--- src/rtl/conv_operand_sram.sv ---
// Operand store for a convolver: host loads a kernel and two window buffers,
// then the block pulses start and serves registered reads until conv_done.
module conv_operand_sram #(
  parameter int KERNEL_SIZE     = 3,
  parameter int DATA_WIDTH      = 8,
  parameter int SRAM_ADDR_WIDTH = 4,
  parameter int SRAM_DEPTH      = 16
) (
  input  logic                       i_clk,
  input  logic                       i_rst_n,
  input  logic                       i_load_valid,
  input  logic [DATA_WIDTH-1:0]      i_load_data,
  output logic                       o_load_ready,
  output logic                       o_start,
  output logic                       o_operands_valid,
  input  logic                       i_conv_done,
  input  logic [SRAM_ADDR_WIDTH-1:0] i_kernel_addr,
  input  logic [SRAM_ADDR_WIDTH-1:0] i_window1_addr,
  input  logic [SRAM_ADDR_WIDTH-1:0] i_window2_addr,
  output logic [DATA_WIDTH-1:0]      o_kernel_data,
  output logic [DATA_WIDTH-1:0]      o_window1_data,
  output logic [DATA_WIDTH-1:0]      o_window2_data,
  output logic                       o_addr_err
);

  localparam int KK   = KERNEL_SIZE * KERNEL_SIZE;
  localparam int MAXN = (KK > SRAM_DEPTH) ? KK : SRAM_DEPTH;
  localparam int CW   = (MAXN > 1) ? $clog2(MAXN) : 1;

  localparam logic [CW-1:0] KLAST = CW'(KK - 1);
  localparam logic [CW-1:0] WLAST = CW'(SRAM_DEPTH - 1);

  localparam logic [2:0] LOAD_KERNEL = 3'd0;
  localparam logic [2:0] LOAD_WIN1   = 3'd1;
  localparam logic [2:0] LOAD_WIN2   = 3'd2;
  localparam logic [2:0] START       = 3'd3;
  localparam logic [2:0] SERVE       = 3'd4;

  logic [2:0]            r_state;
  logic [CW-1:0]         r_cnt;
  logic [DATA_WIDTH-1:0] r_kmem [KK];
  logic [DATA_WIDTH-1:0] r_w1   [SRAM_DEPTH];
  logic [DATA_WIDTH-1:0] r_w2   [SRAM_DEPTH];
  logic [DATA_WIDTH-1:0] r_kdata;
  logic [DATA_WIDTH-1:0] r_w1data;
  logic [DATA_WIDTH-1:0] r_w2data;
  logic                  r_err;

  logic w_in_load;
  logic w_xfer;
  logic w_k_ok;
  logic w_w1_ok;
  logic w_w2_ok;

  assign w_in_load = (r_state == LOAD_KERNEL) ||
                     (r_state == LOAD_WIN1) ||
                     (r_state == LOAD_WIN2);

  // Ready is gated by reset so every output reads 0 while reset is held.
  assign o_load_ready     = w_in_load & i_rst_n;
  assign w_xfer           = i_load_valid & o_load_ready;
  assign o_start          = (r_state == START);
  assign o_operands_valid = (r_state == SERVE);

  assign w_k_ok  = 32'(i_kernel_addr) < KK;
  assign w_w1_ok = 32'(i_window1_addr) < SRAM_DEPTH;
  assign w_w2_ok = 32'(i_window2_addr) < SRAM_DEPTH;

  always_ff @(posedge i_clk or negedge i_rst_n) begin
    if (!i_rst_n) begin
      r_state <= LOAD_KERNEL;
      r_cnt   <= '0;
    end else begin
      case (r_state)
        LOAD_KERNEL: if (w_xfer) begin
          if (r_cnt == KLAST) begin
            r_state <= LOAD_WIN1;
            r_cnt   <= '0;
          end else begin
            r_cnt <= r_cnt + 1'b1;
          end
        end
        LOAD_WIN1: if (w_xfer) begin
          if (r_cnt == WLAST) begin
            r_state <= LOAD_WIN2;
            r_cnt   <= '0;
          end else begin
            r_cnt <= r_cnt + 1'b1;
          end
        end
        LOAD_WIN2: if (w_xfer) begin
          if (r_cnt == WLAST) begin
            r_state <= START;
            r_cnt   <= '0;
          end else begin
            r_cnt <= r_cnt + 1'b1;
          end
        end
        START: r_state <= SERVE;
        SERVE: if (i_conv_done) r_state <= LOAD_KERNEL;
        default: begin
          r_state <= LOAD_KERNEL;
          r_cnt   <= '0;
        end
      endcase
    end
  end

  // Storage survives reset on purpose.
  always_ff @(posedge i_clk) begin
    if (w_xfer) begin
      case (r_state)
        LOAD_KERNEL: r_kmem[r_cnt] <= i_load_data;
        LOAD_WIN1:   r_w1[r_cnt]   <= i_load_data;
        LOAD_WIN2:   r_w2[r_cnt]   <= i_load_data;
        default: ;
      endcase
    end
  end

  always_ff @(posedge i_clk or negedge i_rst_n) begin
    if (!i_rst_n) begin
      r_kdata  <= '0;
      r_w1data <= '0;
      r_w2data <= '0;
      r_err    <= 1'b0;
    end else begin
      r_kdata  <= w_k_ok  ? r_kmem[i_kernel_addr] : '0;
      r_w1data <= w_w1_ok ? r_w1[i_window1_addr]  : '0;
      r_w2data <= w_w2_ok ? r_w2[i_window2_addr]  : '0;
      if (!w_k_ok || !w_w1_ok || !w_w2_ok) r_err <= 1'b1;
    end
  end

  assign o_kernel_data  = r_kdata;
  assign o_window1_data = r_w1data;
  assign o_window2_data = r_w2data;
  assign o_addr_err     = r_err;

endmodule
--- config.mk ---
export PLATFORM = sky130hd
export DESIGN_NAME = conv_operand_sram
export DESIGN_NICKNAME = d
export VERILOG_FILES = /design/src/rtl/conv_operand_sram.sv
export SDC_FILE = /design/constraint.sdc
export NUM_CORES = 1
export LEC_CHECK = 0
export BUFFER_PORTS_ARGS = -buffer_cell sky130_fd_sc_hd__buf_2
export CORE_MARGIN = 1
export CORE_UTILIZATION = 54
export DETAILED_ROUTE_END_ITERATION = 16
export PLACE_DENSITY_LB_ADDON = 0.3
export SLEW_MARGIN = 20
export SYNTH_ARGS = -nofsm -noshare
export SYNTH_HDL_FRONTEND = slang
export SYNTH_SLANG_ARGS = --single-unit
export TNS_END_PERCENT = 20
--- constraint.sdc ---
create_clock -name i_clk -period 2.69 [get_ports i_clk]
set_clock_uncertainty 0.1 [all_clocks]
set_input_delay 0.807 -clock i_clk [delete_from_list [all_inputs] [get_ports i_clk]]
set_output_delay 0.807 -clock i_clk [all_outputs]
set_load 0.01 [all_outputs]
==> results by stage <==
Finish:
- From synthesis to final layout, the design area changed by 14.67%.
- In the layout the commonest cells are 328 x edfxtp_1, 51 x nor2_1, 51 x buf_2.
- The utilization after layout is 63.29%.
- The commonest non-fill, non-tap cell in the layout is edfxtp_1.
- The repair_antennas step left the layout with diodes totalling 0.
- The post-layout instance area is 15,980 sq um.
- Of the cells placed in the final design, the portion with a size suffix greater than 1 is 23.62%.
- The filler cells instantiated in the layout total 1,727.
- The footprint of the multi-input gates is 3022 sq um.
- The flip-flop and latch area is 10,650 sq um.
- The post-layout net count is 834.

Detailed routing:
- The DRC violation count after routing is 0.
- The starting DRC count in detailed routing is 527.
- The overall via count from detail_route is 6,973.
- The average vias per placed instance is 5.991.
- The residual antenna-violating net count after detailed routing is 0.
- In the final routed layout, each cell accounts on average for 23.92 microns.
- The final layout contains routed wiring with a total length of 27,840 microns.
- The number of detailed-route iterations in the first pass is 5.

Hold path:
- The min-delay analysis places its worst path in the category in -> async.

Synth:
- The number of synthesized flops with an enable pin is 328.
- Of the total synthesized cell area, the portion taken by full adders, half adders and majority gates is 0.3591%.
- The simple-gate share of the synthesized area is 3.995%.
- After synthesis, the netlist uses 38 different library cells.
- The share of flip-flops with an asynchronous set or reset after synthesis is 8.889%.
- The dominant combinational cell family by area after synthesis is multiplexers.
- The share of synthesized area spent on multiplexers is 13.39%.
- The post-synth net total is 727.
- The fraction of the mapped netlist area in compound gates is 3.869%.
- Synthesis produced a netlist whose cell count is 699.
- In the synthesized netlist the dominant register cell turns out to be edfxtp_1.
- The average instance in the mapped netlist occupies 19.94 sq um.
- The synthesized netlist devotes 0.06284% of its cell area to XOR and XNOR gates.
- The mapped netlist covers 13,940 sq um.
- The number of flip-flops and latches in the synthesized netlist is 360.
- During synthesis, Yosys emitted a total of 0 warnings.
- Of the synthesized area, sequential elements account for 76.41%.

Setup path:
- Data on the critical path is required at its endpoint by 1.78 ns.
- The worst register-to-register path ends at r_w2[1][4].
- The worst setup path is captured at an output pin.
- The depth of the worst register-to-register path is 5.
- The kind of launch point of the worst setup path is a flop.
- The type of the worst setup path is reg -> out.
- The worst-path maximum fanout is 10.
- In this run the register-to-register setup slack is 0.54 ns.
- The launching point of the worst reg2reg path is r_cnt[1].
- The arrival time at the worst endpoint is 1.66 ns.

Placed design:
- At the end of routability-driven placement, the weighted congestion stood at 0.8333.
- The wire-length estimate of the detail-placed layout is 17,400 microns.
- The post-place instance area is 14,810 sq um.
- During placement, the flow inserted port buffers numbering 51.

Timing:
- Setup repair after global routing left no endpoint under its margin.
- The top achievable clock speed is 389.2 MHz.
- For the finished layout, the period the worst path requires is 2.570 ns.
- The slew of the pin with the lowest slew margin is 0.8618 ns.
- Across all hold checks on the routed design, the worst slack comes to 0.2458 ns.
- The final number of max-transition violations came to 0.
- The final number of hold-violating endpoints is 0.
- Dividing the final minimum period by the clock period gives 95.52%.
- The total negative slack is 0 ns.
- The tightest slew margin relative to the limit is 42.55%.
- The setup violation total in the final timing report is 0.

Die:
- During I/O placement, the number of pins put on the boundary was 52.
- The floorplan step defined a die boundary enclosing 26,460 sq um.
- In this run the horizontal extent of the chip is 162.7 microns.
- After floorplanning, the core was divided into 58 placement rows.
- The floorplan step defined a core boundary enclosing 25,250 sq um.
- The die span in y is 162.7 microns.
- For this configuration, the core starts out at a cell density of 55.19%.

Clock tree:
- The number of buffers inserted for hold repair after clock tree synthesis is 0.
- At the later pin of the worst-skew pair, clock insertion delay measures 0.52 ns.
- Once the clock tree was built, the resizer swapped 0 gates to a different size.
- In this run the post-CTS setup repair buffer count came out at 0.
- Clock-pin slew was measured on the worst setup and hold paths at 0.06 ns.
- CTS saw 360 sinks.
- TritonCTS built the clock tree.
- The cell at the root of the clock tree is clkbuf_16.
- No sink is reached through more buffers than the 3 on the longest clock path.
- The total CTS buffers is 36.
- The H-tree depth is 2.

Run status:
- The run finished with clean final reports.

GRT:
- Summed over all layers, the global routing overflow is 0.
- The largest net degree at the start of global routing is 42.
- The total track usage is 22.10%.
- The first global-routing pass estimated 42,480 microns of wire.
- The number of antenna violations at the first check in global routing is 0.
- The via count of the first global-routing pass is 7,330.

Pwr:
- For this design the static power due to leakage is 5.540 nW.
- The maximum vdd ir drop is 0.5454 mV.
- The areal power density over the cells is 764.7 nW/um^2.

Flow run:
- Max-cap violations in this run came to 0.
[cells by family after synthesis]
family	count (synthesis)
buf+inv	40
fa+ha+maj	4
compound gates	73
xor+xnor	1
mux	96
simple gates	125
flops	360
[per-stage QoR]
| step | power, mW | setup WS (ns) | cells |
|---|---|---|---|
| final | 12.22 | 0.1204 | 1164 |
| after global routing | 12.60 | 0.05709 | 1164 |
| after CTS | 12.30 | 0.1245 | 1164 |
| after detailed placement | 7.420 | 0.2244 | 1098 |
| after global placement | 7.381 | 0.2463 | 1098 |
| after floorplan | 7.039 | 0.3860 | 699 |
[synthesized netlist by cell type (2+ instances only)]
master | number | area, sq um
o31ai_1 | 3 | 22.52
edfxtp_1 | 328 | 9849
nor2_1 | 51 | 191.4
o21ai_0 | 2 | 10.01
clkdlybuf4s25_2 | 6 | 60.06
and2_1 | 4 | 25.02
nor2b_1 | 9 | 56.30
a22oi_1 | 40 | 300.3
buf_4 | 4 | 30.03
nand3b_1 | 2 | 15.01
mux4_1 | 28 | 735.7
nand2_1 | 41 | 153.9
buf_2 | 9 | 45.04
a21oi_1 | 11 | 55.05
buf_1 | 2 | 7.510
dfrtp_1 | 32 | 800.8
inv_1 | 5 | 18.77
and2b_1 | 2 | 15.01
mux4_2 | 36 | 810.8
mux2i_1 | 32 | 320.3
a31oi_1 | 2 | 12.51
ha_1 | 4 | 50.05
o22ai_1 | 2 | 12.51
a32o_1 | 9 | 90.09
nand3_1 | 8 | 40.04
buf_6 | 7 | 78.83
nor3_1 | 3 | 15.01
clkbuf_1 | 7 | 26.28
[final cells by class]
type	instances	share of cell area, %
flip-flops and latches	360	66.64
clock inverters	20	1.159
well taps	330	2.583
repair buffers	104	4.400
clock buffers	46	6.200
multi-input cells	299	18.91
inverters	5	0.1174
[critical path, stage by stage, from the launching register on]
cell and delay (ns):
dfrtp_1 0.49, nor2_1 0.23, nand2_1 0.10, inv_1 0.17
buf_2 0.17
[registers in the layout, indices dropped and copies added, names as in the netlist, 3 cells and up]
name and count:
o_window1_data 8, o_kernel_data 8, r_kmem 72, r_state 3, o_window2_data 8, r_w1 128, r_cnt 4, r_w2 128
[worst max path at each step]
stage                                 start                end
after floorplan                i_load_valid         r_w1[9][0]
after global placement              i_rst_n         r_w2[9][0]
after detailed placement  i_window2_addr[0]  o_window2_data[3]
after CTS                        r_state[0]   o_operands_valid
after global routing             r_state[0]   o_operands_valid
final                            r_state[0]   o_operands_valid
[per-layer routing]
| layer | vias up | track usage [%] | part of all wire [%] |
|---|---|---|---|
| li1 | 3058 | - | - |
| met1 | 3616 | 29.73 | 41 |
| met2 | 251 | 37.26 | 51 |
| met3 | 48 | 3.540 | 5.7 |
| met4 | 0 | 7.222 | 2.1 |
| met5 | - | 0 | 0 |
[power by group]
group / internal, mW / switching [mW] / total [mW]
clock: 2.91 / 2.00 / 4.91
sequential: 6.25 / 0.131 / 6.38
combinational: 0.358 / 0.574 / 0.932
(Power assumes the default switching activity.)
